### src/rtl/dbus_uncached_axi_bridge.sv
// Uncached CPU data-bus to single-beat AXI3 bridge: one bus request becomes one AXI read or write.
// Latency: 4 cycles minimum for a read (IDLE, RD_ADDR, RD_DATA, DONE) with zero-wait slaves.
// Backpressure: dbus_stall holds the CPU until DONE for its own request; AXI ready/valid stalls the FSM.
//
// Ports: clk/rst_n (async active-low); dbus_read/dbus_write/dbus_byte_en/dbus_address/dbus_wdata
// request in; dbus_stall/dbus_rdata back to the CPU; axi_req/axi_resp are the AXI3 master structs.

package dbus_axi_pkg;

    typedef struct packed {
        logic [3:0]  arid;
        logic [31:0] araddr;
        logic [3:0]  arlen;
        logic [2:0]  arsize;
        logic [1:0]  arburst;
        logic [1:0]  arlock;
        logic [3:0]  arcache;
        logic [2:0]  arprot;
        logic        arvalid;
        logic        rready;
        logic [3:0]  awid;
        logic [31:0] awaddr;
        logic [3:0]  awlen;
        logic [2:0]  awsize;
        logic [1:0]  awburst;
        logic [1:0]  awlock;
        logic [3:0]  awcache;
        logic [2:0]  awprot;
        logic        awvalid;
        logic [3:0]  wid;
        logic [31:0] wdata;
        logic [3:0]  wstrb;
        logic        wlast;
        logic        wvalid;
        logic        bready;
    } axi_req_t;

    typedef struct packed {
        logic        arready;
        logic [3:0]  rid;
        logic [31:0] rdata;
        logic [1:0]  rresp;
        logic        rlast;
        logic        rvalid;
        logic        awready;
        logic        wready;
        logic [3:0]  bid;
        logic [1:0]  bresp;
        logic        bvalid;
    } axi_resp_t;

endpackage

module dbus_uncached_axi_bridge
    import dbus_axi_pkg::*;
#(
    parameter logic [31:0] PADDR_MASK = 32'h1FFF_FFFF,
    parameter bit          WAIT_RESP  = 1'b1
) (
    input  logic        clk,
    input  logic        rst_n,
    input  logic        dbus_read,
    input  logic        dbus_write,
    input  logic [3:0]  dbus_byte_en,
    input  logic [31:0] dbus_address,
    input  logic [31:0] dbus_wdata,
    output logic        dbus_stall,
    output logic [31:0] dbus_rdata,
    output axi_req_t    axi_req,
    input  axi_resp_t   axi_resp
);

    typedef enum logic [2:0] {
        IDLE,
        RD_ADDR,
        RD_DATA,
        WR,
        WR_RESP,
        DONE
    } state_t;

    state_t      state;
    logic        cap_write;
    logic [31:0] cap_addr;
    logic [3:0]  cap_be;
    logic [31:0] cap_wdata;
    logic [31:0] rdata_q;
    logic        arvalid_q;
    logic        rready_q;
    logic        awvalid_q;
    logic        wvalid_q;
    logic        bready_q;

    logic        req;
    logic        req_match;
    logic        aw_left;
    logic        w_left;

    // Response metadata is deliberately ignored: one outstanding beat, no error reporting to the CPU.
    logic unused_resp;
    assign unused_resp = ^{axi_resp.rid, axi_resp.rresp, axi_resp.rlast, axi_resp.bid, axi_resp.bresp};

    function automatic logic [2:0] size_of(input logic [3:0] be);
        case (be)
            4'b0011, 4'b1100:                   return 3'd1;
            4'b0001, 4'b0010, 4'b0100, 4'b1000: return 3'd0;
            default:                            return 3'd2;
        endcase
    endfunction

    assign req = dbus_read | dbus_write;

    // The CPU's current request is the one in flight only if type, physical address and lanes agree;
    // otherwise the finished transaction belongs to a flushed or replaced request and is dropped.
    assign req_match = (dbus_write == cap_write)
                    && ((dbus_address & PADDR_MASK) == cap_addr)
                    && (dbus_byte_en == cap_be);

    assign dbus_stall = req & ~((state == DONE) & req_match);
    assign dbus_rdata = rdata_q;

    // A channel is still owed a handshake if its valid is up and ready did not arrive this cycle.
    assign aw_left = awvalid_q & ~axi_resp.awready;
    assign w_left  = wvalid_q & ~axi_resp.wready;

    always_ff @(posedge clk or negedge rst_n) begin
        if (!rst_n) begin
            state     <= IDLE;
            cap_write <= 1'b0;
            cap_addr  <= '0;
            cap_be    <= '0;
            cap_wdata <= '0;
            rdata_q   <= '0;
            arvalid_q <= 1'b0;
            rready_q  <= 1'b0;
            awvalid_q <= 1'b0;
            wvalid_q  <= 1'b0;
            bready_q  <= 1'b0;
        end else begin
            case (state)
                IDLE: begin
                    if (req) begin
                        cap_write <= dbus_write;
                        cap_addr  <= dbus_address & PADDR_MASK;
                        cap_be    <= dbus_byte_en;
                        cap_wdata <= dbus_wdata;
                        // Write wins when both strobes are up.
                        if (dbus_write) begin
                            awvalid_q <= 1'b1;
                            wvalid_q  <= 1'b1;
                            state     <= WR;
                        end else begin
                            arvalid_q <= 1'b1;
                            state     <= RD_ADDR;
                        end
                    end
                end
                RD_ADDR: begin
                    if (axi_resp.arready) begin
                        arvalid_q <= 1'b0;
                        rready_q  <= 1'b1;
                        state     <= RD_DATA;
                    end
                end
                RD_DATA: begin
                    if (axi_resp.rvalid) begin
                        rdata_q  <= axi_resp.rdata;
                        rready_q <= 1'b0;
                        state    <= DONE;
                    end
                end
                WR: begin
                    awvalid_q <= aw_left;
                    wvalid_q  <= w_left;
                    if (!aw_left && !w_left) begin
                        if (WAIT_RESP) begin
                            bready_q <= 1'b1;
                            state    <= WR_RESP;
                        end else begin
                            state    <= DONE;
                        end
                    end
                end
                WR_RESP: begin
                    if (axi_resp.bvalid) begin
                        bready_q <= 1'b0;
                        state    <= DONE;
                    end
                end
                DONE:    state <= IDLE;
                default: state <= IDLE;
            endcase
        end
    end

    always_comb begin
        axi_req         = '0;
        axi_req.araddr  = cap_addr;
        axi_req.arsize  = size_of(cap_be);
        axi_req.arburst = 2'b01;
        axi_req.arvalid = arvalid_q;
        axi_req.rready  = rready_q;
        axi_req.awaddr  = cap_addr;
        axi_req.awsize  = size_of(cap_be);
        axi_req.awburst = 2'b01;
        axi_req.awvalid = awvalid_q;
        axi_req.wdata   = cap_wdata;
        axi_req.wstrb   = cap_be;
        axi_req.wlast   = 1'b1;
        axi_req.wvalid  = wvalid_q;
        axi_req.bready  = bready_q;
    end

endmodule

### config.mk
export PLATFORM = sky130hd
export DESIGN_NAME = dbus_uncached_axi_bridge
export DESIGN_NICKNAME = d
export VERILOG_FILES = /design/src/rtl/dbus_uncached_axi_bridge.sv
export SDC_FILE = /design/constraint.sdc
export NUM_CORES = 1
export LEC_CHECK = 0
export ABC_AREA = 1
export BUFFER_PORTS_ARGS = -buffer_cell sky130_fd_sc_hd__buf_2
export CAP_MARGIN = 20
export CORE_AREA = 2 2 120 122
export CTS_BUF_LIST = sky130_fd_sc_hd__clkbuf_16
export DETAILED_ROUTE_END_ITERATION = 8
export DIE_AREA = 0 0 122 124
export PLACE_DENSITY = 0.83
export SETUP_SLACK_MARGIN = 0.02
export SLEW_MARGIN = 20
export SYNTH_ARGS = -nofsm -noshare
export SYNTH_HDL_FRONTEND = slang
export SYNTH_SLANG_ARGS = --single-unit
### constraint.sdc
create_clock -name clk -period 1.72 [get_ports clk]
set_clock_uncertainty 0.2 [all_clocks]
set_input_delay 0.344 -clock clk [delete_from_list [all_inputs] [get_ports clk]]
set_output_delay 0.344 -clock clk [all_outputs]
set_load 0.005 [all_outputs]
==> flow_metrics.tcl <==
set metrics [dict create \
    numPortBuffers 241 \
    slew_viol_final 0 \
    setup_viol 17 \
    vias 4774 \
    wl_met1_um 5860 \
    r2r-end "dbus_rdata[13]$_DFFE_PN0P_" \
    cts.path.max_buffers 2 \
    grt_antenna_before_repair 0 \
    route.top_layer_used "met4" \
    rsz0062_at_grt "yes" \
    crit_required_ns 1.18 \
    layout_commonest_cell "buf_2" \
    cts_tree "built" \
    r2r_setup_slack_ns -0.03 \
    cp.arrival_ns 1.63 \
    mappedNetlistArea_um2 5560 \
    synth.distinct_cells 27 \
    track_usage_pct 17.9 \
    grt_start_max_net_pins 57 \
    synth_top_area_share_pct 47.7 \
    hold_violations 0 \
    fin_setup_tns_ns -1.18 \
    power.density_nw_per_um2 1710 \
    wl_met2_um 7250 \
    drc_errors 0 \
    timing.final.crit_share_pct 126 \
    path_class "flip-flop to output port" \
    cp_cell_sequence "inv_1 -> nand2_1 -> nor2_2 -> nand3_1 -> nor2_2 -> nand3_1 -> nor2_2 -> nor2_1 -> buf_2" \
    max_freq_ghz 0.460 \
    peakVddDrop_uv 714 \
    drive_gt1_share_pct 40.2 \
    finalWorstSetupSlack_ns -0.452 \
    wl_per_cell_um 12.8 \
    die_x_um 122 \
    critPathMostFrequentCell "nor2_2" \
    first_pass_iters 6 \
    io_pins 309 \
    routed_wirelength_um 14200 \
    cap_viol_max_count 0 \
    r2r_cells 5 \
    stdcell_area_um2 7650 \
    synth_top_cell_by_area "dfrtp_1" \
    fin_hold_ws_ns 0.0184 \
    die_area_um2 15100 \
    min_path_cells 3 \
    initial_core_util_pct 40.5 \
    final_cell_mix "buf_2, nand2_1, dfrtp_1" \
    die_y_um 124 \
    diodes 0 \
    ant_nets 0 \
    dp_hpwl_um 10300 \
    cts_root_buffer "clkbuf_16" \
    rows 43 \
    drtIter0Drc 167 \
    h-tree-depth 3 \
    grt_pass1_vias 4437 \
    core-area_um2 13700 \
    finalCriticalPeriod_ns 2.17 \
    max_stage_delay_ns 0.38 \
    rr_startpoint "state[2]$_DFFE_PN0P_" \
    gp_congestion 0.805 \
    worstPathMaxFanout 2 \
    globalRouteOverflowTotal 0 \
    placed_cell_area_um2 6910 \
    dp_slack_ns -0.309 \
    final_net_count 1047 \
    grt_pass1_wl_um 21100 \
    setup.worst_path.start_class "flip-flop" \
    area_growth_syn_to_layout_pct 37.6 \
    clock_latency_ns 0.34 \
    yosysSeqAreaShare_pct 47.7 \
    ys_ff_latch 106 \
    violations "negative setup slack" \
    crit_slowest_cell "dfrtp_1" \
    worstHoldEndpoint "cap_wdata[8]$_DFFE_PN0P_" \
    min_path_type "primary input to flip-flop" \
    postSynthAreaPerCell_um2 8.71 \
    viasPerCell 4.30 \
    netlist_instances 638 \
    cts_num_sinks 106 \
    dr_wl_met3_um 898 \
    power.leakage_nw 4.41 \
    path_clk_slew_ns 0.08 \
    endpoint_kind "output port" \
    yosys_warnings 0 \
    synthTopCellsByArea "dfrtp_1, nand2_1, buf_4" \
    run_status "finished, violations left" \
    min_from "dbus_wdata[8]" \
    numCtsBuffers 9 \
]
==> metrics by stage <==
step                total power, mW  utilization [%]  cells
finish                         13.1             55.7   1110
global route                   14.2             55.7   1110
CTS                            13.1             55.1   1108
detailed placement             10.7             50.3   1061
global placement               10.5             50.3   1061
floorplan                      8.17                -    687
==> repair_timing <==
item / 4_1_cts / 5_1_grt
pin swaps: 8 / 6
gates cloned: 0 / 2
endpoints found under the hold margin: 49 / 0
resized for setup: 12 / 10
hold buffers: 30 / 0
buffers inserted: 3 / 0
setup endpoints to repair: 12 / 37
==> where the power goes <==
| group | switching, mW | total (mW) | internal (mW) |
|---|---|---|---|
| Combinational | 3.06 | 6.44 | 3.38 |
| Clock | 0.977 | 2.13 | 1.16 |
| Sequential | 0.776 | 4.51 | 3.73 |
==> final cells by class <==
| type | instances | area, µm² |
|---|---|---|
| sequential | 106 | 2660 |
| tap | 180 | 225 |
| fill | 1219 | 6070 |
| multi-input combinational | 416 | 2140 |
| clock buffer | 9 | 225 |
| clock inverter | 7 | 83.8 |
| timing repair buffer | 330 | 2090 |
| inverter | 62 | 233 |
==> synthesized netlist by cell type, drive strengths merged <==
cell / n
nand2: 238
dfrtp: 106
buf: 102
inv: 62
nor2: 35
mux2: 32
o21ai: 31
nand3: 8
xnor2: 8
nor3: 4
a21oi: 3
xor2: 3
conb: 2
or2: 2
a21boi: 1
clkbuf: 1
==> worst max path at each step <==
| stage | start | end | slack (ns) | cells after the start |
|---|---|---|---|---|
| 2_1_floorplan | state[2]$_DFFE_PN0P_ | dbus_rdata[10]$_DFFE_PN0P_ | 0.11 | 5 |
| 3_3_place_gp | dbus_address[0] | dbus_stall | -0.32 | 11 |
| 3_5_place_dp | dbus_address[0] | dbus_stall | -0.31 | 11 |
| 4_1_cts | state[1]$_DFFE_PN0P_ | dbus_stall | -0.56 | 9 |
| 5_1_grt | cap_addr[0]$_DFFE_PN0P_ | dbus_stall | -0.63 | 10 |
| 6_report | state[1]$_DFFE_PN0P_ | dbus_stall | -0.45 | 9 |
==> per-layer routing <==
metal | global-route usage, % | vias up
met5 | 0 | -
met4 | 6.54 | 0
met3 | 3.94 | 20
met2 | 31.8 | 184
met1 | 21.2 | 2189
li1 | - | 2381
==> worst max-delay path, delay by kind of cell, from the launching register on <==
kind / cells / cell delay [ns]
AND/OR/NAND/NOR: 7 / 0.71
buffers and inverters: 2 / 0.21
flip-flops: 1 / 0.38
==> sequential cells by signal (all words and copies together) (netlist names) <==
name,cells
cap_addr,29
cap_wdata,32
rready_q,1
cap_be,4
wvalid_q,1
dbus_rdata,32
bready_q,1
state,3
cap_write,1
arvalid_q,1
awvalid_q,1
==> cell families after synthesis <==
| logic type | share of synthesized area [%] |
|---|---|
| mux | 8.44 |
| flops | 47.7 |
| compound gates | 3.20 |
| xor+xnor | 1.73 |
| buf+inv | 18.3 |
| simple gates | 20.4 |
| other cells | 0.135 |
Power figures use the tool's default switching activity.
